**src/rtl/display_update_ctrl.sv**
```systemverilog
// Frame-synchronous update controller: buffers one result bundle and commits it to the
// display registers at the start of vertical sync, with a frame-counted overflow blink.
module display_update_ctrl #(
  parameter int BLINK_FRAMES     = 30,
  parameter bit VSYNC_ACTIVE_LOW = 1'b1
) (
  input  logic       clk,
  input  logic       rst,
  input  logic       in_valid,
  output logic       in_ready,
  input  logic [7:0] in_a,
  input  logic [7:0] in_b,
  input  logic [7:0] in_operand,
  input  logic [7:0] in_result,
  input  logic       in_sign,
  input  logic       in_overflow,
  input  logic       io_vertical_sync,
  output logic [7:0] a,
  output logic [7:0] b,
  output logic [7:0] operand,
  output logic [7:0] result,
  output logic       sign,
  output logic       overflow,
  output logic       disp_valid,
  output logic       frame_tick
);

  typedef struct packed {
    logic [7:0] a;
    logic [7:0] b;
    logic [7:0] operand;
    logic [7:0] result;
    logic       sign;
    logic       overflow;
  } bundle_t;

  typedef enum logic {IDLE, PENDING} state_t;

  // Computed at parameter width, then narrowed: 1..255 maps to 0..254 and never wraps.
  localparam logic [7:0] FCNT_LAST = 8'(BLINK_FRAMES - 1);

  state_t     state, state_nxt;
  bundle_t    shadow, shown;
  logic       vs_act, vs_q;
  logic       capture, commit, ovf_rise;
  logic [7:0] fcnt;
  logic       phase;

  assign vs_act     = io_vertical_sync ^ VSYNC_ACTIVE_LOW;
  assign frame_tick = vs_act & ~vs_q;

  // vs_q resets high so a sync already active at release does not tick.
  always_ff @(posedge clk) begin
    if (rst) vs_q <= 1'b1;
    else     vs_q <= vs_act;
  end

  always_comb begin
    state_nxt = state;
    capture   = 1'b0;
    commit    = 1'b0;
    in_ready  = 1'b0;
    case (state)
      IDLE: begin
        in_ready = ~rst;
        if (in_valid) begin
          capture   = 1'b1;
          state_nxt = PENDING;
        end
      end
      PENDING: begin
        if (frame_tick) begin
          commit    = 1'b1;
          state_nxt = IDLE;
        end
      end
      default: state_nxt = IDLE;
    endcase
  end

  always_ff @(posedge clk) begin
    if (rst) begin
      state      <= IDLE;
      shadow     <= '0;
      shown      <= '0;
      disp_valid <= 1'b0;
    end else begin
      state <= state_nxt;
      if (capture)
        shadow <= '{a: in_a, b: in_b, operand: in_operand, result: in_result,
                    sign: in_sign, overflow: in_overflow};
      if (commit) begin
        shown      <= shadow;
        disp_valid <= 1'b1;
      end
    end
  end

  // A fresh overflow restarts the blink in its visible half.
  assign ovf_rise = commit & shadow.overflow & ~shown.overflow;

  always_ff @(posedge clk) begin
    if (rst) begin
      fcnt  <= '0;
      phase <= 1'b1;
    end else if (ovf_rise) begin
      fcnt  <= '0;
      phase <= 1'b1;
    end else if (frame_tick) begin
      if (fcnt == FCNT_LAST) begin
        fcnt  <= '0;
        phase <= ~phase;
      end else begin
        fcnt <= fcnt + 8'd1;
      end
    end
  end

  assign a        = shown.a;
  assign b        = shown.b;
  assign operand  = shown.operand;
  assign result   = shown.result;
  assign sign     = shown.sign;
  assign overflow = shown.overflow & phase;

endmodule

```
**config.mk**
```make
export PLATFORM = sky130hd
export DESIGN_NAME = display_update_ctrl
export DESIGN_NICKNAME = d
export VERILOG_FILES = /design/src/rtl/display_update_ctrl.sv
export SDC_FILE = /design/constraint.sdc
export NUM_CORES = 1
export LEC_CHECK = 0
export CAP_MARGIN = 0
export CORE_UTILIZATION = 30
export CTS_CLUSTER_SIZE = 30
export DETAILED_ROUTE_END_ITERATION = 8
export PLACE_DENSITY = 0.6
export SYNTH_ARGS = -nofsm -noshare
export SYNTH_HDL_FRONTEND = slang
export SYNTH_SLANG_ARGS = --single-unit
```
**constraint.sdc**
```tcl
create_clock -name clk -period 4.2 [get_ports clk]
set_input_delay 0.63 -clock clk [delete_from_list [all_inputs] [get_ports clk]]
set_output_delay 0.63 -clock clk [all_outputs]
set_load 0.1 [all_outputs]
```
# Yosys cells after proc, flatten, opt, wreduce, memory -nomap -nowiden

Cells that the tools add are included.

Bitwise operators: 10
Eq/ne operators: 1
Reductions and logical operators: 2
Add/sub/neg operators: 1
Muxes and demuxes: 8

Operators with widths:

| cell                                                                  | number |
|---|---|
| 8-bit by 1-bit adder with 8-bit output, second input constant         | 1 |
| 8-bit by 5-bit equality test with 1-bit output, second input constant | 1 |
| 8-bit 2-to-1 mux                                                      | 1 |
| 1-bit 2-to-1 mux                                                      | 6 |
| 1-bit NOT                                                             | 6 |
| 1-bit AND                                                             | 4 |
| 1-bit case mux with 2 select lines                                    | 1 |
| 2-bit AND reduction                                                   | 1 |
| 2-bit OR reduction                                                    | 1 |

Output and inout bits: 37
Register bits: 80

# Depth between registers and ports, before layout

Gate-level depths: netlist of run 1.

Depth in word-level cells: 7
Mapped depth: 6
Mapped depth without buffers: 6

# Worst setup path before layout of run 1

Ideal clock, no wire load.

Kind: input to output
Start: input rst
End: output in_ready
Slack: 1.287 ns
Stages: 3
Required time: 3.570 ns
Arrival: 2.283 ns
Path through: clkbuf_1 clkbuf_1 nor2_1

Cells in the longest elaborated chain, start to end: 2

RTL lines:

| element            | RTL line | RTL |
|---|---|---|
| start: declaration | 8        | `input logic rst,` |
| 1-bit NOT          | 65       | `in_ready = ~rst;` |
| 1-bit 2-to-1 mux   | 63       | `case (state)` |
| end: declaration   | 10       | `output logic in_ready,` |

Every way passes these cells.

# Final worst setup path of run 1

Start: register shown[0] (netlist name)
End: output overflow

Cells in the longest elaborated chain, start to end: 1

RTL lines:

| element                  | RTL line | RTL |
|---|---|---|
| start: declaration       | 43       | `bundle_t shadow, shown;` |
| start signal: assignment | 93       | `shown <= shadow;` |
| 1-bit AND                | 124      | `assign overflow = shown.overflow & phase;` |
| end: declaration         | 23       | `output logic overflow,` |

Every way passes these cells.

==> results.txt, run 1 <==
Tot GR Track Use - 13.72%
Yosys top cell area share - 51.08%
Pwr/cell area - 412.5 mW/mm2
Max_slew headroom - 34.61%
Port Buffers - 74
Max-slew violations - 0
Die width - 104.2 um
WP buf/inv - 1
Fillers - 1005
Num Clock Sinks - 80
Post-synth top area cell - dfxtp_1
Routed len/inst - 12.17 um
Hold crit path type - reg2reg
Largest net degree at the start of global routing - 73
Worst skew pair latency - 350 ps
CP top delay family - buffers and inverters
Final-stage net count - 465
First-pass GRT wire length - 11790 um
# diodes - 0
Lkg Pwr - 1.432 nW
Final instance area - 0.003994 mm2
DRC Markers - 0
CP Capture Type - output pin
Row cnt - 36
Final setup viols - 0
CTS tree - done
Vias in the first global route - 2431
Die Span Y - 104.2 um
Total gr overflow - 0
Worst path cell trace - and2_1 -> clkdlybuf4s50_1
F_max - 0.3779 GHz
Routability cong. - 0.7815
TNS Setup - 0 ps
Post-Synthesis Cells - 389
Die ar. - 0.01086 mm2
Post-CTS setup buffers - 0
Core ar. - 0.009955 mm2
VDD IR max - 0.1842 mV
Post-synth net total - 429
Hold Slack - 447.3 ps
DRT Wirelength - 6854 um
Largest cells by area after synthesis - dfxtp_1, nand2_1, a21oi_1, buf_4, clkbuf_1
DP Area - 0.003730 mm2
Crit path max fanout - 3
CP startpoint kind - flop
Worst slew pin tran - 977.7 ps
Max_cap viols - 0
WS Path Type - reg2out
Vias per cell - 4.428
Finished Layout Cells - 563
CTS Buffer Depth - 2
Cells after DPL - 547
Synth cell types - 29
Final ANT Viol Nets - 0
CTS buffer count - 9
Clock slew seen by the registers of the worst setup and hold paths - 80 ps
RSZ-0062 raised after global routing - no
Sequential fraction of the synthesis area - 51.08%
Most common cell after layout, fill and taps aside - nand2_1
Crit path DAT - 2020 ps
Hold Fails Final Rpt - 0
CP Data Required Time - 3570 ps
Yosys reg bits - 80
Crit-path slowest cell - clkdlybuf4s50_1
Syn-to-layout area delta - 27.37%
Starting Density - 31.50%
CTS H-tree depth - 3
Commonest cells after routing, fill and taps aside - nand2_1, dfxtp_1, clkdlybuf4s50_1
Initial antenna violation count - 0
Clk root buf - clkbuf_8
Tmin final - 2646 ps
# IOs - 75
Drt pass-1 iters - 7
HPWL after DPL - 4539 um
Status - finished, final reports clean
Syn_area_per_cell - 8.060 um2
Gates resized, CTS repair - 0
Slowest cell delay on critical path - 1140 ps
Layout cells sized above 1 - 7.209%
CTS Hold Bufs - 0
1st-iter DRT viols - 123
Total number of vias - 2493
Layout Skew - 6.802 ps
Period utilization - 63.01%
Netlist Area Pre-Place - 0.003136 mm2
Synth warn - 0
report_power, final:
group          leakage [nW]  switching (mW)  internal, mW
registers             0.651          0.0140         0.781
clock network         0.133           0.273         0.445
logic                 0.649          0.0787        0.0555
total                  1.43           0.366          1.28
worst reg2reg max path, cell delays in order, from the launching register on:
cell	delay [ps]
dfxtp_1	490
nor3b_4	720
buf_4	400
nand2_1	90
a21oi_1	120
Yosys cell counts:
cell type	count
a31oi_1	1
nand4_1	1
nor3b_4	1
and3_1	4
or3_1	1
nand3_1	1
xor2_1	4
nor2_2	1
nor2b_4	1
nand3b_1	1
inv_1	2
a211oi_1	1
nand2_1	144
and4bb_2	2
nor3_1	1
nor2b_1	1
ha_1	2
a21o_1	3
buf_2	7
a21oi_1	68
buf_4	35
xnor2_1	1
clkbuf_1	12
and2_1	1
a21boi_0	1
nand2b_1	2
a31oi_2	1
nor2_1	9
dfxtp_1	80
final cells by class:
class	instances	area, um2	area share [%]
Clock buffer	12	165.2	4.135
Multi-Input combinational cell	253	1186	29.70
Tap cell	133	166.4	4.167
Inverter	2	7.507	0.1880
Timing Repair Buffer	79	768.2	19.24
Sequential cell	80	1602	40.10
Clock inverter	4	98.84	2.475
registers in the layout, indices dropped and copies added (netlist names), 8 cells and up:
register / count
a: 8
b: 8
fcnt: 8
operand: 8
result: 8
shadow: 34
through the flow:
step / setup slack (ps) / util (%) / power (mW)
final: 1554 / 40.12 / 1.648
after global routing: 1491 / 40.12 / 1.724
after CTS: 1531 / 40.12 / 1.671
after detailed placement: 1654 / 37.47 / 0.9493
after global placement: 1702 / 37.47 / 0.9468
after floorplan: 1287 / - / 0.8914
kinds of logic after synthesis:
logic type	synth area share, %
xor gates and xnor gates	1.397
and+or+nand+nor	22.91
AOI/OAI and AO/OA	12.65
DFF	51.08
adders and majority gates	0.7980
buffers and inverters	11.17
path summary, 6_finish.rpt:
path	depth (start not counted)	start	end	slack (ps)
worst max-delay path	2	shown[0]	overflow	1550
worst min register to register	2	shadow[16]	operand[6]	450
worst min-delay path	2	shadow[16]	operand[6]	450
worst max register to register	4	state	a[5]	2310
routing by layer:
layer / track usage (%) / wire (um) / vias to the layer above
met5: 0 / 0 / -
met4: 7.041 / 136 / 0
met3: 3.258 / 260 / 11
met2: 22.10 / 3272 / 59
met1: 17.03 / 3184 / 1131
li1: - / - / 1292
(Power assumes the default switching activity.)
==> run 2: changes to the inputs <==
Settings changed: PLACE_DENSITY 0.6 to 0.62.
Clock period 4.2 ns to 2.2 ns, I/O delays scaled along.
==> run 2 against run 1 <==
Net effect:
- global-route usage fell by 0.73 points
- die area did not move
- power increased by 88%
- core utilization down 0.34 points
- final cell count is 1.1% higher
- clock power is 82% higher
- first-iteration DRC count decreased by 34%
- critical endpoint is now frame_tick
==> results.txt, run 2 (synthesis results as in run 1) <==
Status - finished, final reports clean
Period utilization - 73.61%
CP Capture Type - output pin
Starting Density - 31.50%
# IOs - 75
Layout Skew - 9.256 ps
Most common cell after layout, fill and taps aside - nand2_1
Crit path max fanout - 4
Clock slew seen by the registers of the worst setup and hold paths - 80 ps
Worst slew pin tran - 400.4 ps
Routability cong. - 0.7696
Post-CTS setup buffers - 0
# diodes - 0
TNS Setup - 0 ps
Tot GR Track Use - 13.00%
Core ar. - 0.009955 mm2
Row cnt - 36
CTS Hold Bufs - 0
1st-iter DRT viols - 81
Max_slew headroom - 73.30%
Hold crit path type - in2reg
Layout cells sized above 1 - 16.51%
Drt pass-1 iters - 4
Max-slew violations - 0
Worst skew pair latency - 350 ps
Lkg Pwr - 1.531 nW
Routed len/inst - 11.64 um
Hold Slack - 389.6 ps
Largest net degree at the start of global routing - 34
Finished Core Util - 39.78%
Setup WS pre-CTS - 361.0 ps
Final-stage net count - 471
HPWL after DPL - 4676 um
WS Path Type - in2out
CTS buffer count - 9
DRT Wirelength - 6626 um
Fillers - 1040
Total number of vias - 2501
F_max - 0.6175 GHz
CP startpoint kind - input pin
Commonest cells after routing, fill and taps aside - nand2_1, dfxtp_1, a21oi_1
RSZ-0062 raised after global routing - no
Max_cap viols - 0
Num Clock Sinks - 80
R2r setup slk - 630 ps
VDD IR max - 0.3440 mV
Total gr overflow - 0
CTS Buffer Depth - 2
Die width - 104.2 um
Tmin final - 1619 ps
Syn-to-layout area delta - 26.30%
Final setup viols - 0
Crit path DAT - 1290 ps
Worst R2R Start - fcnt[1]
Biggest register - shadow
DRC Markers - 0
Worst hold path endpoint - b[7]
Port Buffers - 74
Vias per cell - 4.395
Vias in the first global route - 2420
Hold Fails Final Rpt - 0
Final WS setup - 580.7 ps
CP Data Required Time - 1870 ps
Final ANT Viol Nets - 0
Pwr/cell area - 780.4 mW/mm2
Reg2reg end - fcnt[5]
Clk root buf - clkbuf_8
Max FFs per register - 34
First-pass GRT wire length - 11200 um
Gates resized, CTS repair - 0
Die ar. - 0.01086 mm2
Die Span Y - 104.2 um
Initial antenna violation count - 0
Worst Hold Path Cells - 2
Worst Reg2Reg Path Length in Cells - 6
Multi-input logic area - 0.001189 mm2
CTS H-tree depth - 3
CTS tree - done
Hold path start - rst
Register area - 0.001602 mm2
==> run 2: changes by cell type in the layout (fill, tap and decap cells not counted) <==
cell,delta
nor2_1,-1
buf_12,+2
clkbuf_1,+1
nor2_2,+1
clkbuf_8,-2
buf_4,+39
clkdlybuf4s50_1,-35
clkinv_2,+1
==> run 2: how the worst max path moves through the flow <==
stage / startpoint / to / cells after the start
global placement: io_vertical_sync / fcnt[5] / 5
finish: io_vertical_sync / frame_tick / 3
floorplan: vs_q / a[2] / 5
detailed placement: io_vertical_sync / fcnt[5] / 5
global route: io_vertical_sync / frame_tick / 3
CTS: io_vertical_sync / frame_tick / 3
==> run 2: power by group <==
part	switching (mW)	internal (mW)	total, mW
Sequential	0.0255	1.49	1.52
Clock	0.521	0.786	1.31
Combinational	0.151	0.116	0.267
==> run 2: per-stage QoR <==
stage	std cells	power (mW)	area (um2)
global placement	553	1.818	3715
floorplan	389	1.702	3138
detailed placement	553	1.823	3715
finish	569	3.090	3960
global route	569	3.241	3960
CTS	569	3.143	3960
==> run 2: cell type report <==
class | instances | share of cell area [%]
clock inverter | 5 | 2.622
clock buffer | 11 | 3.570
inverter | 2 | 0.1896
timing repair buffer | 85 | 18.96
sequential | 80 | 40.44
multi-input combinational | 253 | 30.02
tap | 133 | 4.202
==> run 2: metal layers <==
metal,routed length (um),GRT usage (%),up-vias
met5,0,0,-
met4,150,6.020,0
met3,301,3.446,12
met2,3148,22.43,63
met1,3025,14.93,1131
li1,-,-,1295
==> run 2: worst max-delay path, stage by stage <==
cell and delay (ps):
clkdlybuf4s50_1 500, nor2_2 250, buf_12 210
==> run 3: changes to the inputs <==
Clock period 2.2 ns to 1.35 ns, I/O delays scaled along.
==> run 3 against run 2 <==
Net effect:
- the flow now finishes with violations (negative setup slack)
- core utilization is 6.0 points higher
- clock power is 34% higher
- count of clock-buffer cells in the layout is 2 higher
- register-to-register slack worse by 700 ps
- clock skew is 2.9 ps higher
- final cell count is 2.3% higher
- power is 54% higher
- die area stayed put
- critical path type is now reg2reg
- critical endpoint is now fcnt[5]
- highest routed layer unchanged
==> results.txt, run 3 (synthesis results as in run 1) <==
Starting Density - 31.50%
Biggest register - shadow
Max_slew headroom - 76.53%
R2r setup slk - -70 ps
Most common cell after layout, fill and taps aside - nand2_1
Final-stage net count - 484
Max-slew violations - 0
Worst R2R Start - fcnt[1]
Num Clock Sinks - 80
VDD IR max - 0.4694 mV
Total number of vias - 2555
Final WS setup - -73.85 ps
Hold Fails Final Rpt - 0
Status - finished with violations
CTS H-tree depth - 3
Lkg Pwr - 1.711 nW
Vias in the first global route - 2469
Fillers - 987
DRC Markers - 0
Initial antenna violation count - 0
Worst path cell trace - inv_2 -> ha_4 -> and4bb_2 -> nor2b_4 -> or3_1 -> a21boi_1
Layout Skew - 12.11 ps
Crit path DAT - 1690 ps
Routed len/inst - 11.99 um
CTS Buffer Depth - 2
Routability cong. - 0.7658
Syn-to-layout area delta - 45.29%
WS Path Type - reg2reg
Worst setup endpoint - fcnt[5]
Worst slew pin tran - 352.0 ps
Worst skew pair latency - 340 ps
Clk root buf - clkbuf_8
Tot GR Track Use - 13.36%
F_max - 0.7023 GHz
CP Data Required Time - 1620 ps
Port Buffers - 74
Crit-path slowest cell - dfxtp_2
Die Span Y - 104.2 um
Vias per cell - 4.390
Period utilization - 105.5%
DRT Wirelength - 6981 um
Drt pass-1 iters - 4
# diodes - 0
1st-iter DRT viols - 82
Clock slew seen by the registers of the worst setup and hold paths - 80 ps
CP startpoint kind - flop
RSZ-0062 raised after global routing - yes
Tmin final - 1424 ps
Hold crit path type - in2reg
Max FFs per register - 34
Total gr overflow - 0
Layout cells sized above 1 - 21.38%
CTS buffer count - 9
Crit path max fanout - 2
Die width - 104.2 um
Final ANT Viol Nets - 0
# IOs - 75
First-pass GRT wire length - 11470 um
Pwr/cell area - 1042 mW/mm2
Hold Slack - 297.9 ps
Failing checks - negative setup slack
HPWL after DPL - 4904 um
CTS tree - done
Worst setup startpoint - fcnt[1]
Row cnt - 36
CP Capture Type - flop
Slowest cell delay on critical path - 340 ps
TNS Setup - -73.92 ps
Die ar. - 0.01086 mm2
Core ar. - 0.009955 mm2
Commonest cells after routing, fill and taps aside - nand2_1, dfxtp_1, a21oi_1
Max_cap viols - 0
Worst Reg2Reg Path Length in Cells - 6
Reg2reg end - fcnt[5]
Largest net degree at the start of global routing - 34
Final setup viols - 2
[run 3: cell types whose count changed in the layout (fill, tap and decap cells not counted), moves of 2 or more]
cell,previous run,this run
dfxtp_4,0,2
nand2_1,144,142
dfxtp_2,0,2
buf_4,46,19
nor2_4,0,2
dfxtp_1,80,76
bufinv_16,3,1
buf_12,2,41
nor2_2,2,0
ha_1,2,0
[run 3: through the flow]
step	util (%)	instances	setup WS (ps)	power, mW	area, um2
floorplan	-	389	-159.9	2.782	3166
global placement	43.26	564	-272.8	3.029	4307
detailed placement	43.26	564	-300.9	3.038	4307
CTS	45.55	582	-115.4	4.824	4534
global route	45.76	582	-145.6	4.968	4556
finish	45.76	582	-73.85	4.749	4556
[run 3: where the power goes]
group | switching, mW | total, mW | internal, mW
logic | 0.266 | 0.512 | 0.245
clock network | 0.810 | 1.76 | 0.952
registers | 0.0446 | 2.47 | 2.43
[run 3: worst min path at each step]
stage / cells after the start / end / startpoint / slack [ps]
3_5_place_dp: 2 / operand[1] / shadow[11] / 440
5_1_grt: 3 / fcnt[7] / rst / 300
4_1_cts: 3 / fcnt[7] / rst / 290
2_1_floorplan: 1 / vs_q / io_vertical_sync / 280
3_3_place_gp: 2 / b[7] / shadow[25] / 440
6_report: 3 / fcnt[7] / rst / 300
[run 3: area by class of cell]
type / instances / area [um2] / area share [%]
Multi-Input combinational cell: 253 / 1232 / 27.05
Inverter: 2 / 7.507 / 0.1648
Clock inverter: 3 / 40.04 / 0.8789
Clock buffer: 13 / 158.9 / 3.488
Sequential cell: 80 / 1612 / 35.37
Tap cell: 133 / 166.4 / 3.653
Timing Repair Buffer: 98 / 1339 / 29.39
[run 3: worst max-delay path, delay by kind of cell, from the launching register on]
kind / cells / cell delay, ps
AOI/OAI and AO/OA: 1 / 140
adders and majority gates: 1 / 140
buffers and inverters: 1 / 40
DFF: 1 / 340
and+or+nand+nor: 3 / 700
[run 3: what timing repair did]
item | 4_1_cts | 5_1_grt
buffers inserted | 3 | 0
setup endpoints to repair | 5 | 8
hold buffers | 0 | 0
gates resized for setup | 5 | 8
pin swaps | 5 | 3
[run 3: layer usage]
layer	track usage, %	wire length, um	up-vias	share of wire, %
met5	0	0	-	0
met2	23.19	3375	65	48
met1	15.24	3149	1160	45
li1	-	-	1321	-
met4	7.041	139	0	2.0
met3	3.008	317	9	4.5
